**src/rtl/clk_freq_meter.sv**
```systemverilog
`default_nettype none
// ============================================================================
// Module      : clk_freq_meter
// Description : Measures period and high time of a slow asynchronous input in
//               clk cycles, with sticky loss-of-input detection. Optional
//               period tolerance check via CLK_FREQ_METER_CHECK_EN.
// Revision    : 1.0 - initial release
// ============================================================================
module clk_freq_meter #(
  parameter int CNT_W      = 16,
  parameter int TIMEOUT    = 1000,
  parameter int EXP_PERIOD = 10,
  parameter int TOL        = 1
) (
  input  logic             clk,
  input  logic             rst,
  input  logic             en,
  input  logic             clk_in,
  output logic [CNT_W-1:0] period,
  output logic [CNT_W-1:0] high_time,
  output logic             meas_valid,
  output logic             timeout,
  output logic             freq_err
);

  localparam logic [1:0]       c_IDLE    = 2'd0;
  localparam logic [1:0]       c_ARM     = 2'd1;
  localparam logic [1:0]       c_MEASURE = 2'd2;
  localparam logic [CNT_W-1:0] c_TIMEOUT = CNT_W'(TIMEOUT);
  localparam logic [CNT_W-1:0] c_ONE     = CNT_W'(1);

  logic             r_s1;
  logic             r_s2;
  logic             r_s3;
  logic [1:0]       r_state;
  logic [CNT_W-1:0] r_cnt;
  logic             w_rise;
  logic             w_fall;
  logic             w_measure;
  logic             w_cnt_at_limit;

  assign w_rise         = r_s2 & ~r_s3;
  assign w_fall         = ~r_s2 & r_s3;
  assign w_measure      = en && (r_state == c_MEASURE);
  assign w_cnt_at_limit = (r_cnt == c_TIMEOUT);

  // Two-flop synchronizer followed by a history flop for edge detection.
  always_ff @(posedge clk or negedge rst) begin
    if (!rst) begin
      r_s1 <= 1'b0;
      r_s2 <= 1'b0;
      r_s3 <= 1'b0;
    end else begin
      r_s1 <= clk_in;
      r_s2 <= r_s1;
      r_s3 <= r_s2;
    end
  end

  always_ff @(posedge clk or negedge rst) begin
    if (!rst) begin
      r_state    <= c_IDLE;
      r_cnt      <= '0;
      period     <= '0;
      high_time  <= '0;
      meas_valid <= 1'b0;
      timeout    <= 1'b0;
    end else begin
      meas_valid <= 1'b0;
      if (!en) begin
        r_state <= c_IDLE;
        r_cnt   <= '0;
        timeout <= 1'b0;
      end else begin
        case (r_state)
          c_IDLE: begin
            r_cnt   <= '0;
            r_state <= c_ARM;
          end
          c_ARM: begin
            if (w_rise) begin
              r_cnt   <= c_ONE;
              r_state <= c_MEASURE;
            end
          end
          c_MEASURE: begin
            r_cnt <= r_cnt + c_ONE;
            if (w_fall) begin
              high_time <= r_cnt;
            end
            // A rise on the limit cycle still counts: TIMEOUT is the longest legal period.
            if (w_rise) begin
              period     <= r_cnt;
              r_cnt      <= c_ONE;
              meas_valid <= 1'b1;
              timeout    <= 1'b0;
            end else if (w_cnt_at_limit) begin
              timeout <= 1'b1;
              r_cnt   <= '0;
              r_state <= c_ARM;
            end
          end
          default: begin
            r_state <= c_IDLE;
            r_cnt   <= '0;
          end
        endcase
      end
    end
  end

`ifdef CLK_FREQ_METER_CHECK_EN
  localparam int c_HI_LIMIT = EXP_PERIOD + TOL;
  localparam int c_LO_LIMIT = EXP_PERIOD - TOL;

  logic w_freq_bad;

  assign w_freq_bad = (int'(r_cnt) > c_HI_LIMIT) || (int'(r_cnt) < c_LO_LIMIT);

  always_ff @(posedge clk or negedge rst) begin
    if (!rst) begin
      freq_err <= 1'b0;
    end else if (!en) begin
      freq_err <= 1'b0;
    end else if (w_measure) begin
      if (w_rise) begin
        freq_err <= w_freq_bad;
      end else if (w_cnt_at_limit) begin
        freq_err <= 1'b1;
      end
    end
  end
`else
  // Tolerance parameters stay referenced so both builds share one interface.
  assign freq_err = 1'b0 & (EXP_PERIOD < 0) & (TOL < 0) & w_measure;
`endif

endmodule
`default_nettype wire

```
**config.mk**
```make
export PLATFORM = sky130hd
export DESIGN_NAME = clk_freq_meter
export DESIGN_NICKNAME = d
export VERILOG_FILES = /design/src/rtl/clk_freq_meter.sv
export SDC_FILE = /design/constraint.sdc
export NUM_CORES = 1
export LEC_CHECK = 0
export CAP_MARGIN = 15
export CORE_MARGIN = 5
export CORE_UTILIZATION = 45
export DETAILED_ROUTE_END_ITERATION = 16
export GPL_TIMING_DRIVEN = 0
export HOLD_SLACK_MARGIN = 0.03
export PLACE_DENSITY = 0.68
export SLEW_MARGIN = 30
export SYNTH_ARGS = -nofsm -noshare
export SYNTH_HDL_FRONTEND = slang
export SYNTH_SLANG_ARGS = --single-unit
```
**constraint.sdc**
```tcl
create_clock -name clk -period 2.1 [get_ports clk]
set_clock_uncertainty 0.05 [all_clocks]
set_input_delay 0.21 -clock clk [delete_from_list [all_inputs] [get_ports clk]]
set_output_delay 0.21 -clock clk [all_outputs]
set_load 0.1 [all_outputs]
```
* Yosys cells after proc, flatten, opt, wreduce, memory -nomap -nowiden
Cells that the tools add are included.
Word-level totals: flip-flop bits (word level) 55, bits of input ports 4, output and inout bits 35, word-level logic and storage cells 44
Operators by class: add/subtract/negate cells 1, equal/unequal tests 8, multiplexer cells 17, bitwise gates (word level) 4, reduce and logical (&&, ||, !) cells 5
Operators by type and width (number):
- 16-bit 2-to-1 mux | 4
- 16-bit one-hot mux with 2 select lines | 1
- 16-bit by 1-bit adder with 16-bit output (second input constant) | 1
- 16-bit by 10-bit == test with 1-bit output (second input constant) | 1
- 3-bit != test (second input constant) | 3
- 3-bit AND reduction | 3
- 2-bit 2-to-1 mux | 4
- 1-bit 2-to-1 mux | 7
- 2-bit one-hot mux with 3 select lines | 1
- 3-bit by 1-bit != test with 1-bit output (second input constant) | 1
- 1-bit AND | 2
- 2-bit by 1-bit == test with 1-bit output (second input constant) | 1
- 2-bit == test (second input constant) | 1
- 2-bit zero test | 1
- 2-bit by 1-bit != test with 1-bit output (second input constant) | 1
- 1-bit inverter | 2
- 2-bit AND reduction | 1

* Logic depth before layout (Yosys ltp)
depth in word-level cells 5, gate-level depth with buffers 10, depth with buffers taken out 7

* Worst setup path after synthesis
Ideal clock, no wire load.
path kind register to register, start register r_cnt[0], end register r_cnt[14], library setup time 0.131 ns, arrival time 1.739 ns, data required time 1.919 ns, setup slack 0.180 ns, cell stages (with the launch flop) 9, buffers on the path 1, clock period less this slack 1.920 ns, cells stage by stage dfrtp_1 > inv_1 > ha_1 > or4b_1 > nor4_4 > buf_6 > nor4_1 > a31oi_1 > a31oi_1
Between the ends: word-level cells in the longest chain between the ends 5
Ends and longest elaborated chain:
- start: declaration | line 36 | logic [CNT_W-1:0] r_cnt;
- start signal: assignment | line 82 | r_cnt <= c_ONE;
- start signal: assignment | line 87 | r_cnt <= r_cnt + c_ONE;
- start signal: assignment | line 94 | r_cnt <= c_ONE;
- 16-bit by 1-bit adder with 16-bit output or 16-bit by 10-bit == test with 1-bit output (tied branches) | line 87, 45
- 16-bit 2-to-1 mux (*) | line 97 | end else if (w_cnt_at_limit) begin
- 16-bit 2-to-1 mux (*) | line 92 | if (w_rise) begin
- 16-bit one-hot mux with 2 select lines (*) | line 75 | case (r_state)
- 16-bit 2-to-1 mux (*) | line 70 | if (!en) begin
Every way passes the cells marked *; elsewhere a longest branch is shown, timed or not. A chain may end at the register's enable or synchronous reset.

* Worst setup path in the final report
start register r_cnt[12], end register r_cnt[3]
Between the ends: word-level cells in the longest chain between the ends 5
Ends and longest elaborated chain:
- 16-bit by 10-bit == test with 1-bit output | line 45 | assign w_cnt_at_limit = (r_cnt == c_TIMEOUT);
- 16-bit 2-to-1 mux | line 97
- 16-bit 2-to-1 mux | line 92
- 16-bit one-hot mux with 2 select lines | line 75
- 16-bit 2-to-1 mux | line 70
No other way between the ends.

==> flow_summary.yaml <==
sta:
  finalSetupViolations: 1
  fin_crit_ps: 2110
  drv_slew: 0
  grt_setup_unrepaired: "true"
  holdWs_ps: 158
  fin_ws_ps: -7.82
  max-slew-margin-rel_pct: 33.9
  finalCritPeriodShare_pct: 100
  worst_pin_slew_ps: 990
  tns_ps: -7.82
  fmax_ghz: 0.474
  hold_viol_final: 0
placed_design:
  place.gp.congestion: 0.869
  placed_area_um2: 2960
  dp_hpwl_um: 3630
  portBuffers: 36
hold_path:
  whs_endpoint: "timeout$_DFFE_PN0P_"
  hp-start: "en"
  hold_depth: 3
  hp-class: "in2reg"
clocking:
  tritoncts: "yes"
  cts.htree.levels: 2
  cts.sinks: 55
  clockRootBuffer: "clkbuf_8"
  clkLatencyLatePin_ps: 310
  clk_pin_slew_ps: 100
  cts_buffers: 5
  clock_path_buffers: 2
grt:
  track_usage_pct: 15.8
  grt_first_pass_wirelength_um: 9100
  grt_pass1_vias: 1843
  grt_max_degree: 41
  grt_antenna_before_repair: 0
  grt.overflow.total: 0
die:
  pin_count: 39
  die_w_um: 84.3
  die_h_um: 84.3
  dieArea_um2: 7110
  start_util_pct: 45.7
  core.rowCount: 27
  core_um2: 5440
cells_and_area:
  area_delta_synth_final_pct: 33.1
  multiInputGateArea_um2: 1050
  antennaDiodeCount: 0
  drive_above_1_share_pct: 25.2
  final_util_pct: 60.9
  seq_area_um2: 1380
  fillers: 457
  design_area_um2: 3310
  fin_nets: 299
route:
  drc: 0
  drt-pass1-iter-count: 4
  drt_wl_total_um: 5530
  drt_first_iter_violations: 138
  viasPerCell: 5.36
  vias: 1939
  routedWlPerCell_um: 15.3
  drtAntennaViolNets: 0
critical_path:
  cp_common_cell: "buf_6"
  worstSetupStartpointType: "flip-flop"
  critPathBufInv: 3
  r2r_slack_ps: -8
  r2r-start: "r_cnt[12]$_DFFE_PN0P_"
  cp.required_ps: 2260
  r2r-end: "r_cnt[3]$_DFFE_PN0P_"
  worstPathCellList: "or4b_4 > nor4_4 > buf_4 > buf_6 > nor3_4 > buf_6 > a22o_1"
  cp_slowest_cell: "or4b_4"
  reg2reg_depth: 7
  crit_fanout: 5
  cp.arrival_ps: 2270
  max_stage_delay_ps: 560
  critPathKind: "reg2reg"
  path_delay_family: "simple AND/OR/NAND/NOR gates"
  cp-end-kind: "flip-flop"
power_and_ir_drop:
  p_sw_uw: 461
  p_per_area_nw_per_um2: 598
  ir_worst_vdd_mv: 0.305
  p_clk_share_pct: 37.2
  internal_power_uw: 1520
  combPwrFrac_pct: 8.3
  p_leak_uw: 0.00181
  sw_frac_of_total_pct: 23.3
  power_frac_seq_pct: 54.4
synth:
  syn_nets: 239
  post-synth-top-area-cell: "dfrtp_1"
  synth_area_leaders: "dfrtp_1, mux2_2, o21ai_0"
  syn_area_um2: 2490
  synthCells: 229
  ys_seq_area_share_pct: 55.3
  ys_ff_latch: 55
  yosys_warnings: 0
  synth_top_area_share_pct: 55.3
  synth-edff-count: 0
  synth_common_cells: "dfrtp_1, o21ai_0, nand2_1"
  ys_types: 41
  synthFlopType: "dfrtp_1"
  synth_most_common_cell: "dfrtp_1"
  async_flop_share_pct: 100
  avgSynthCellArea_um2: 10.9
status:
  status: "complete, but fails checks"
  violations: "setup timing"
run:
  drv_cap: 0
power groups by stage:
stage               Combinational, µW  Clock, µW  Sequential (µW)
floorplan                        80.4          0             1100
global placement                  132          0             1100
detailed placement                140          0             1100
CTS                               149        753             1080
global route                      186        798             1080
finish                            165        737             1080
how the worst max path moves through the flow:
stage / start / endpoint / slack [ps] / cells after the start
after detailed placement: r_cnt[0]$_DFFE_PN0P_ / r_cnt[5]$_DFFE_PN0P_ / -70 / 8
after global routing: r_cnt[12]$_DFFE_PN0P_ / r_cnt[3]$_DFFE_PN0P_ / -90 / 7
after floorplan: r_cnt[0]$_DFFE_PN0P_ / r_cnt[14]$_DFFE_PN0P_ / 180 / 8
after global placement: rst / meas_valid$_DFF_PN0_ / -910 / 1
after CTS: r_state[0]$_DFFE_PN0P_ / r_cnt[9]$_DFFE_PN0P_ / -40 / 10
final: r_cnt[12]$_DFFE_PN0P_ / r_cnt[3]$_DFFE_PN0P_ / -8 / 7
state kept, by name, indices dropped and copies added (netlist names):
register / cells
high_time: 16
period: 16
r_cnt: 16
r_state: 2
meas_valid: 1
r_s1: 1
r_s2: 1
r_s3: 1
timeout: 1
cells in the final DEF (no fill, tap or decap), types with 2 or more instances in the layout:
cell | Yosys | layout
dlymetal6s2s_1 | 0 | 19
clkbuf_1 | 4 | 3
ha_1 | 6 | 5
mux2_2 | 22 | 22
a31oi_1 | 3 | 3
clkdlybuf4s50_1 | 0 | 16
a21oi_1 | 8 | 8
o21ai_0 | 27 | 17
clkbuf_8 | 0 | 6
nand2b_1 | 2 | 2
buf_4 | 1 | 18
o21ai_1 | 3 | 13
inv_2 | 0 | 2
dfrtp_1 | 55 | 52
nand3_1 | 15 | 15
nand4_1 | 4 | 4
inv_1 | 9 | 7
and3_1 | 2 | 2
nand2_1 | 23 | 23
buf_2 | 3 | 4
nor3_2 | 0 | 2
nor2_1 | 6 | 6
a21o_1 | 2 | 2
nor3_1 | 8 | 5
buf_6 | 2 | 3
dfrtp_2 | 0 | 3
or4b_4 | 1 | 2
mux2i_1 | 2 | 2
worst min-delay path: stages:
cell and delay, ps:
buf_2 160, nand2_1 70, nor2_1 40
kinds of logic (layout without fill, tap and decap cells):
| group | Yosys count | count (layout) | share of synthesized area [%] |
|---|---|---|---|
| buf+inv | 22 | 83 | 4.28 |
| simple gates | 71 | 71 | 15.1 |
| fa+ha+maj | 6 | 6 | 3.02 |
| mux | 24 | 24 | 10.8 |
| compound gates | 50 | 50 | 11.3 |
| other cells | 1 | 1 | 0.151 |
| flops | 55 | 55 | 55.3 |
layout make-up:
type	count	share of cell area, %
buffer	13	2.46
clock buffer	6	2.49
clock inverter	2	1.17
inverter	9	1.02
multi-input combinational	152	31.8
sequential	55	41.7
tap	72	2.72
timing repair buffer	53	16.7
what timing repair did:
action                                  4_1_cts  5_1_grt
gates resized for setup                      13       42
hold buffers                                  1        0
pin swaps                                     2        5
endpoints found under the setup margin       33       37
cloned                                        1        1
setup buffers                                 5        8
hold endpoints to repair                     55        0
metrics by stage:
stage          std cells  setup WS, ps  power (µW)
6_report             362         -7.82        1980
4_1_cts              353         -40.1        1980
3_3_place_gp         337          -909        1230
2_1_floorplan        229           180        1180
3_5_place_dp         338         -67.2        1240
5_1_grt              362         -93.3        2060
metal layers:
| metal | vias up | wire length [µm] | GRT usage [%] |
|---|---|---|---|
| li1 | 933 | - | - |
| met1 | 958 | 2470 | 22.2 |
| met2 | 43 | 2780 | 25.3 |
| met3 | 5 | 239 | 3.24 |
| met4 | 0 | 51 | 3.88 |
| met5 | - | 0 | 0 |
No activity file was read; power rests on OpenSTA's default activity.
